## src/rtl/onehot_decoder_seq_if.sv

```systemverilog
// Request/response bundle for the registered one-hot decoder.
// The master drives requests; the slave (decoder) drives dout/busy/done.
interface onehot_decoder_seq_if #(
    parameter int unsigned SEL_W = 4
) ();
    localparam int unsigned OUT_W = 2 ** SEL_W;

    logic             en;
    logic             sel_valid;
    logic [SEL_W-1:0] sel;
    logic             hold;
    logic             scan_start;
    logic             scan_stop;
    logic [OUT_W-1:0] dout;
    logic             busy;
    logic             done;

    modport master (
        output en, sel_valid, sel, hold, scan_start, scan_stop,
        input  dout, busy, done
    );

    modport slave (
        input  en, sel_valid, sel, hold, scan_start, scan_stop,
        output dout, busy, done
    );
endinterface

```

## src/rtl/onehot_decoder_seq.sv

```systemverilog
// Registered SEL_W-to-2^SEL_W one-hot decoder with pulse/hold output,
// global enable and an autonomous single-sweep scan sequencer.
module onehot_decoder_seq #(
    parameter int unsigned SEL_W      = 4,
    parameter int unsigned SCAN_DWELL = 1
) (
    input  logic                 clk,
    input  logic                 rst,
    onehot_decoder_seq_if.slave  bus
);
    localparam int unsigned OUT_W   = 2 ** SEL_W;
    localparam int unsigned DWELL_W = 8;
    localparam logic [DWELL_W-1:0] DWELL_LAST = DWELL_W'(SCAN_DWELL - 1);
    localparam logic [SEL_W-1:0]   LINE_LAST  = SEL_W'(OUT_W - 1);

    typedef enum logic {IDLE, SCAN} state_t;

    state_t             state;
    logic [SEL_W-1:0]   line;
    logic [DWELL_W-1:0] dwell;
    logic [OUT_W-1:0]   dout_r;
    logic               busy_r;
    logic               done_r;

    assign bus.dout = dout_r;
    assign bus.busy = busy_r;
    assign bus.done = done_r;

    always_ff @(posedge clk or posedge rst) begin
        if (rst) begin
            state  <= IDLE;
            line   <= '0;
            dwell  <= '0;
            dout_r <= '0;
            busy_r <= 1'b0;
            done_r <= 1'b0;
        end else if (!bus.en) begin
            // Blank the output and freeze the sequencer; requests are dropped.
            dout_r <= '0;
            done_r <= 1'b0;
        end else begin
            done_r <= 1'b0;
            case (state)
                IDLE: begin
                    if (bus.scan_start) begin
                        state  <= SCAN;
                        line   <= '0;
                        dwell  <= '0;
                        dout_r <= OUT_W'(1);
                        busy_r <= 1'b1;
                    end else if (bus.sel_valid) begin
                        dout_r <= OUT_W'(1) << bus.sel;
                    end else if (!bus.hold) begin
                        dout_r <= '0;
                    end
                end
                SCAN: begin
                    if (bus.scan_stop) begin
                        state  <= IDLE;
                        dout_r <= '0;
                        busy_r <= 1'b0;
                    end else if (dout_r == '0) begin
                        // Blank output in SCAN means we are resuming after en=0.
                        dout_r <= OUT_W'(1) << line;
                    end else if (dwell == DWELL_LAST) begin
                        dwell <= '0;
                        if (line == LINE_LAST) begin
                            state  <= IDLE;
                            line   <= '0;
                            dout_r <= '0;
                            busy_r <= 1'b0;
                            done_r <= 1'b1;
                        end else begin
                            line   <= line + SEL_W'(1);
                            dout_r <= OUT_W'(1) << (line + SEL_W'(1));
                        end
                    end else begin
                        dwell <= dwell + DWELL_W'(1);
                    end
                end
                default: state <= IDLE;
            endcase
        end
    end
endmodule
```

## src/flat_wrapper.sv

```systemverilog
// flat-port wrapper written by rule: the top's interface ports become plain ports
module onehot_decoder_seq_flat 
#(
    parameter int unsigned SEL_W      = 4,
    parameter int unsigned SCAN_DWELL = 1
)
  (clk, rst, bus_en, bus_sel_valid, bus_sel, bus_hold, bus_scan_start, bus_scan_stop, bus_dout, bus_busy, bus_done);
  onehot_decoder_seq_if #(.SEL_W(SEL_W)) bus_i ();
  input  logic clk;
  input  logic rst;
  input wire logic [$bits(bus_i.en)-1:0] bus_en;
  input wire logic [$bits(bus_i.sel_valid)-1:0] bus_sel_valid;
  input wire logic [$bits(bus_i.sel)-1:0] bus_sel;
  input wire logic [$bits(bus_i.hold)-1:0] bus_hold;
  input wire logic [$bits(bus_i.scan_start)-1:0] bus_scan_start;
  input wire logic [$bits(bus_i.scan_stop)-1:0] bus_scan_stop;
  output wire logic [$bits(bus_i.dout)-1:0] bus_dout;
  output wire logic [$bits(bus_i.busy)-1:0] bus_busy;
  output wire logic [$bits(bus_i.done)-1:0] bus_done;
  assign bus_i.en = bus_en;
  assign bus_i.sel_valid = bus_sel_valid;
  assign bus_i.sel = bus_sel;
  assign bus_i.hold = bus_hold;
  assign bus_i.scan_start = bus_scan_start;
  assign bus_i.scan_stop = bus_scan_stop;
  assign bus_dout = bus_i.dout;
  assign bus_busy = bus_i.busy;
  assign bus_done = bus_i.done;
  onehot_decoder_seq #(.SEL_W(SEL_W), .SCAN_DWELL(SCAN_DWELL)) u_core (.clk(clk), .rst(rst), .bus(bus_i));
endmodule
```

## config.mk

```make
export PLATFORM = sky130hd
export DESIGN_NAME = onehot_decoder_seq_flat
export DESIGN_NICKNAME = d
export VERILOG_FILES = /design/src/rtl/onehot_decoder_seq_if.sv /design/src/rtl/onehot_decoder_seq.sv /design/src/flat_wrapper.sv
export SDC_FILE = /design/constraint.sdc
export NUM_CORES = 1
export LEC_CHECK = 0
export CORE_AREA = 3 3 68 82
export DETAILED_ROUTE_END_ITERATION = 8
export DIE_AREA = 0 0 71 85
export HOLD_SLACK_MARGIN = 0.06
export PLACE_DENSITY = 0.66
export SETUP_SLACK_MARGIN = 0.5
export SYNTH_ARGS = -nofsm -noshare
export SYNTH_HDL_FRONTEND = slang
export SYNTH_SLANG_ARGS = --single-unit
export TNS_END_PERCENT = 1
```

## constraint.sdc

```tcl
create_clock -name clk -period 4.49 [get_ports clk]
set_input_delay 0.898 -clock clk [delete_from_list [all_inputs] [get_ports clk]]
set_output_delay 0.898 -clock clk [all_outputs]
set_load 0.02 [all_outputs]
```

==> metrics.md <==
| Metric | Value |
|---|---|
| R2R depth | `6` |
| Gpl congestion | `approximately 0.91` |
| Hold_buf cts | `0` |
| WP data arrival | `approximately 3000 ps` |
| Input/output buffers | `28` |
| CTS sink count | `31` |
| Die area | `6040 um2` |
| Slew at the pin closest to its max-slew limit | `approximately 900 ps` |
| Largest net degree at the start of global routing | `32` |
| CORE AREA | `roughly 4900 um2` |
| Initial Util | `roughly 44%` |
| DRC viols | `0` |
| Number of library cell types mapped by synthesis | `55` |
| Detailed Route WL | `roughly 5.7 mm` |
| Cell-internal power | `a little over 500 uW` |
| Postcts setup bufs | `0` |
| Hold Vio Cnt, Final | `0` |
| Kind of critical path | `in2reg` |
| CTS resizes | `0` |
| CTS Root Cell | `clkbuf_8` |
| HP Class | `reg2reg` |
| Clk_skew | `11.5 ps` |
| Startpoint types | `input port` |
| Worst VDD drop | `0.224 mV` |
| Area leader, netlist | `dfrtp_1` |
| Vert. Die Dim | `85 um` |
| Pwr/cell area | `about 330 nW/um2` |
| Worst endpoint required time | `about 4700 ps` |
| Reg power frac | `about two fifths` |
| Net Switching | `about 320 uW` |
| Clock latency at the later pin of the worst-skew pair | `between 200 and 300 ps` |
| Number of global-route vias before repair | `1978` |
| Mean Syn Cell Area | `around 9.4 um2` |
| Max clock buf depth | `2` |
| Comb pwr share | `approximately a third` |
| Synth Cell Area | `between 2000 and 2500 um2` |
| Top_reg_cell synth | `dfrtp_1` |
| Pins Over Slew Limit | `0` |
| First-pass GRT wire length | `9.87 mm` |
| Die X | `between 70 and 80 um` |
| Post-synth top cells | `31 x dfrtp_1, 21 x o21ai_1, 20 x nor2_1` |
| Status | `finished, final reports clean` |
| Area Overhead vs Synth | `16.9%` |
| Initial antenna violation count | `0` |
| Syn. warnings | `0` |
| CP Max Fanout | `13` |
| Asr flop ratio synth | `100%` |
| Io pins | `29` |
| ANT cells | `0` |
| Number of synthesized flops with an enable pin | `0` |
| Global route total overflow | `0` |
| Initial DRC Count | `about 180` |
| Seq/Total Area, Yosys | `about 36%` |
| DR pass1 iterations | `4` |
| Hold Path Stages | `1` |
| Via count | `1898` |
| Max Fclk | `between 0.3 and 0.4 GHz` |
| # setup viols final | `0` |
| CTS clk-pin slew, worst paths | `about 70 ps` |
| Vias per Instance | `about 6` |
| Layout cells sized above 1 | `between 10% and 20%` |
| Power share of the clock group | `~27%` |
| Minimum clock period | `between 2000 and 3000 ps` |
| Crit share post-route | `between 60% and 70%` |
| Sw frac | `about 39%` |
| Overall Power | `between 800 and 900 uW` |
| Post-DP HPWL | `4.29 mm` |
| Setup crit end kind | `flop` |
| Synth top area share | `between 30 and 40%` |
| Max Cap Viol | `0` |
| CTS tree | `yes` |
| Yosys reg bits | `31` |
| Synthesized netlist cell count | `230` |
| Fin Setup TNS | `0 ps` |
| Top-count cell post-synth | `dfrtp_1` |
| Largest cells by area after synthesis | `dfrtp_1 36%, ha_1 5.8%, o21ai_1 4.9%, nor4_4 3.9%, nor2_1 3.5%` |
| Routed Antenna Nets | `0` |
| # rows | `28` |
| Post-synthesis net count | `approximately 250` |
| Wire per inst | `between 15 and 20 um` |
| Leak Pwr | `~1.0 nW` |
| Num CTS Buffers | `5` |
| Worst slew margin | `around two fifths` |
| CTS HTree Levels | `2` |
| GRT Total Usage | `between 20% and 30%` |
| Nets | `276` |
| RSZ-0062 raised after global routing | `no` |
per-layer routing:
metal / routed length [um] / vias to the layer above / global-route usage [%]
met1: 2350 / 912 / 26.0
li1: - / 915 / -
met4: 166 / 0 / 7.86
met5: 0 / - / 0
met3: 201 / 14 / 3.79
met2: 2930 / 57 / 34.7
cells by family after synthesis:
group / count (synthesis) / synth area share (%)
xor+xnor: 7 / 2.83
mux: 2 / 1.04
fa+ha+maj: 10 / 5.78
flops: 31 / 35.8
simple gates: 95 / 28.3
compound gates: 63 / 20.3
buf+inv: 22 / 5.89
state kept, by name, indices dropped and copies added (netlist names):
name	flops
u_core.bus.busy	1
u_core.dwell	8
u_core.line	4
u_core.bus.dout	16
u_core.bus.done	1
u_core.state	1
power by group through the flow:
stage	Clock (mW)	Combinational (mW)	Sequential (mW)
4_1_cts	0.232	0.278	0.335
3_3_place_gp	0	0.274	0.339
3_5_place_dp	0	0.275	0.340
2_1_floorplan	0	0.218	0.337
5_1_grt	0.243	0.311	0.339
6_report	0.226	0.279	0.335
critical path: stages:
cell             delay, ps
clkdlybuf4s50_1        740
nand2_2                250
o31ai_2                780
mux2_1                 380
path summary, 6_finish.rpt:
| check | start | endpoint | slack [ps] |
|---|---|---|---|
| max | bus_en | u_core.line[3]$_DFFE_PP0P_ | 1590 |
| max reg2reg | u_core.dwell[0]$_DFFE_PP0P_ | u_core.line[3]$_DFFE_PP0P_ | 1970 |
| max in group asynchronous | rst | u_core.bus.done$_DFF_PP0_ | 3210 |
| min reg2reg | u_core.dwell[0]$_DFFE_PP0P_ | u_core.dwell[0]$_DFFE_PP0P_ | 530 |
| min | u_core.dwell[0]$_DFFE_PP0P_ | u_core.dwell[0]$_DFFE_PP0P_ | 530 |
| min in group asynchronous | rst | u_core.bus.dout[2]$_DFFE_PP0P_ | 980 |
cells in the final DEF, fill, tap and decap left out, drive strengths merged, types with 4 or more instances in the layout:
cell	netlist	final
o21ai	21	21
inv	10	10
and2	4	4
nand2	19	19
clkdlybuf4s50	0	28
nand3b	4	4
clkbuf	4	6
nor4	9	9
a31oi	6	6
a22oi	4	4
nor2	20	20
nand3	8	8
dfrtp	31	31
and3	4	4
nand4	4	4
a221oi	4	4
nand2b	4	4
nor3	6	6
a21oi	6	6
a32oi	5	5
xor2	7	7
ha	10	10
layout make-up:
type	instances	area [um2]
fillers	486	2370
multi-input cells	177	1260
flip-flops and latches	31	776
repair buffers	29	288
clock buffers	6	82.6
well taps	60	75.1
inverters	11	42.5
clock inverters	1	5.00
metrics by stage:
stage / util, % / instance area [um2] / setup slack, ps / hold WS [ps] / instances
floorplan: - / 2170 / 2410 / 484 / 230
global placement: 49.8 / 2440 / 1390 / 517 / 308
detailed placement: 49.8 / 2440 / 1270 / 526 / 308
CTS: 51.6 / 2530 / 1560 / 539 / 315
global route: 51.6 / 2530 / 1370 / 574 / 315
finish: 51.6 / 2530 / 1590 / 534 / 315
(Power assumes the default switching activity.)
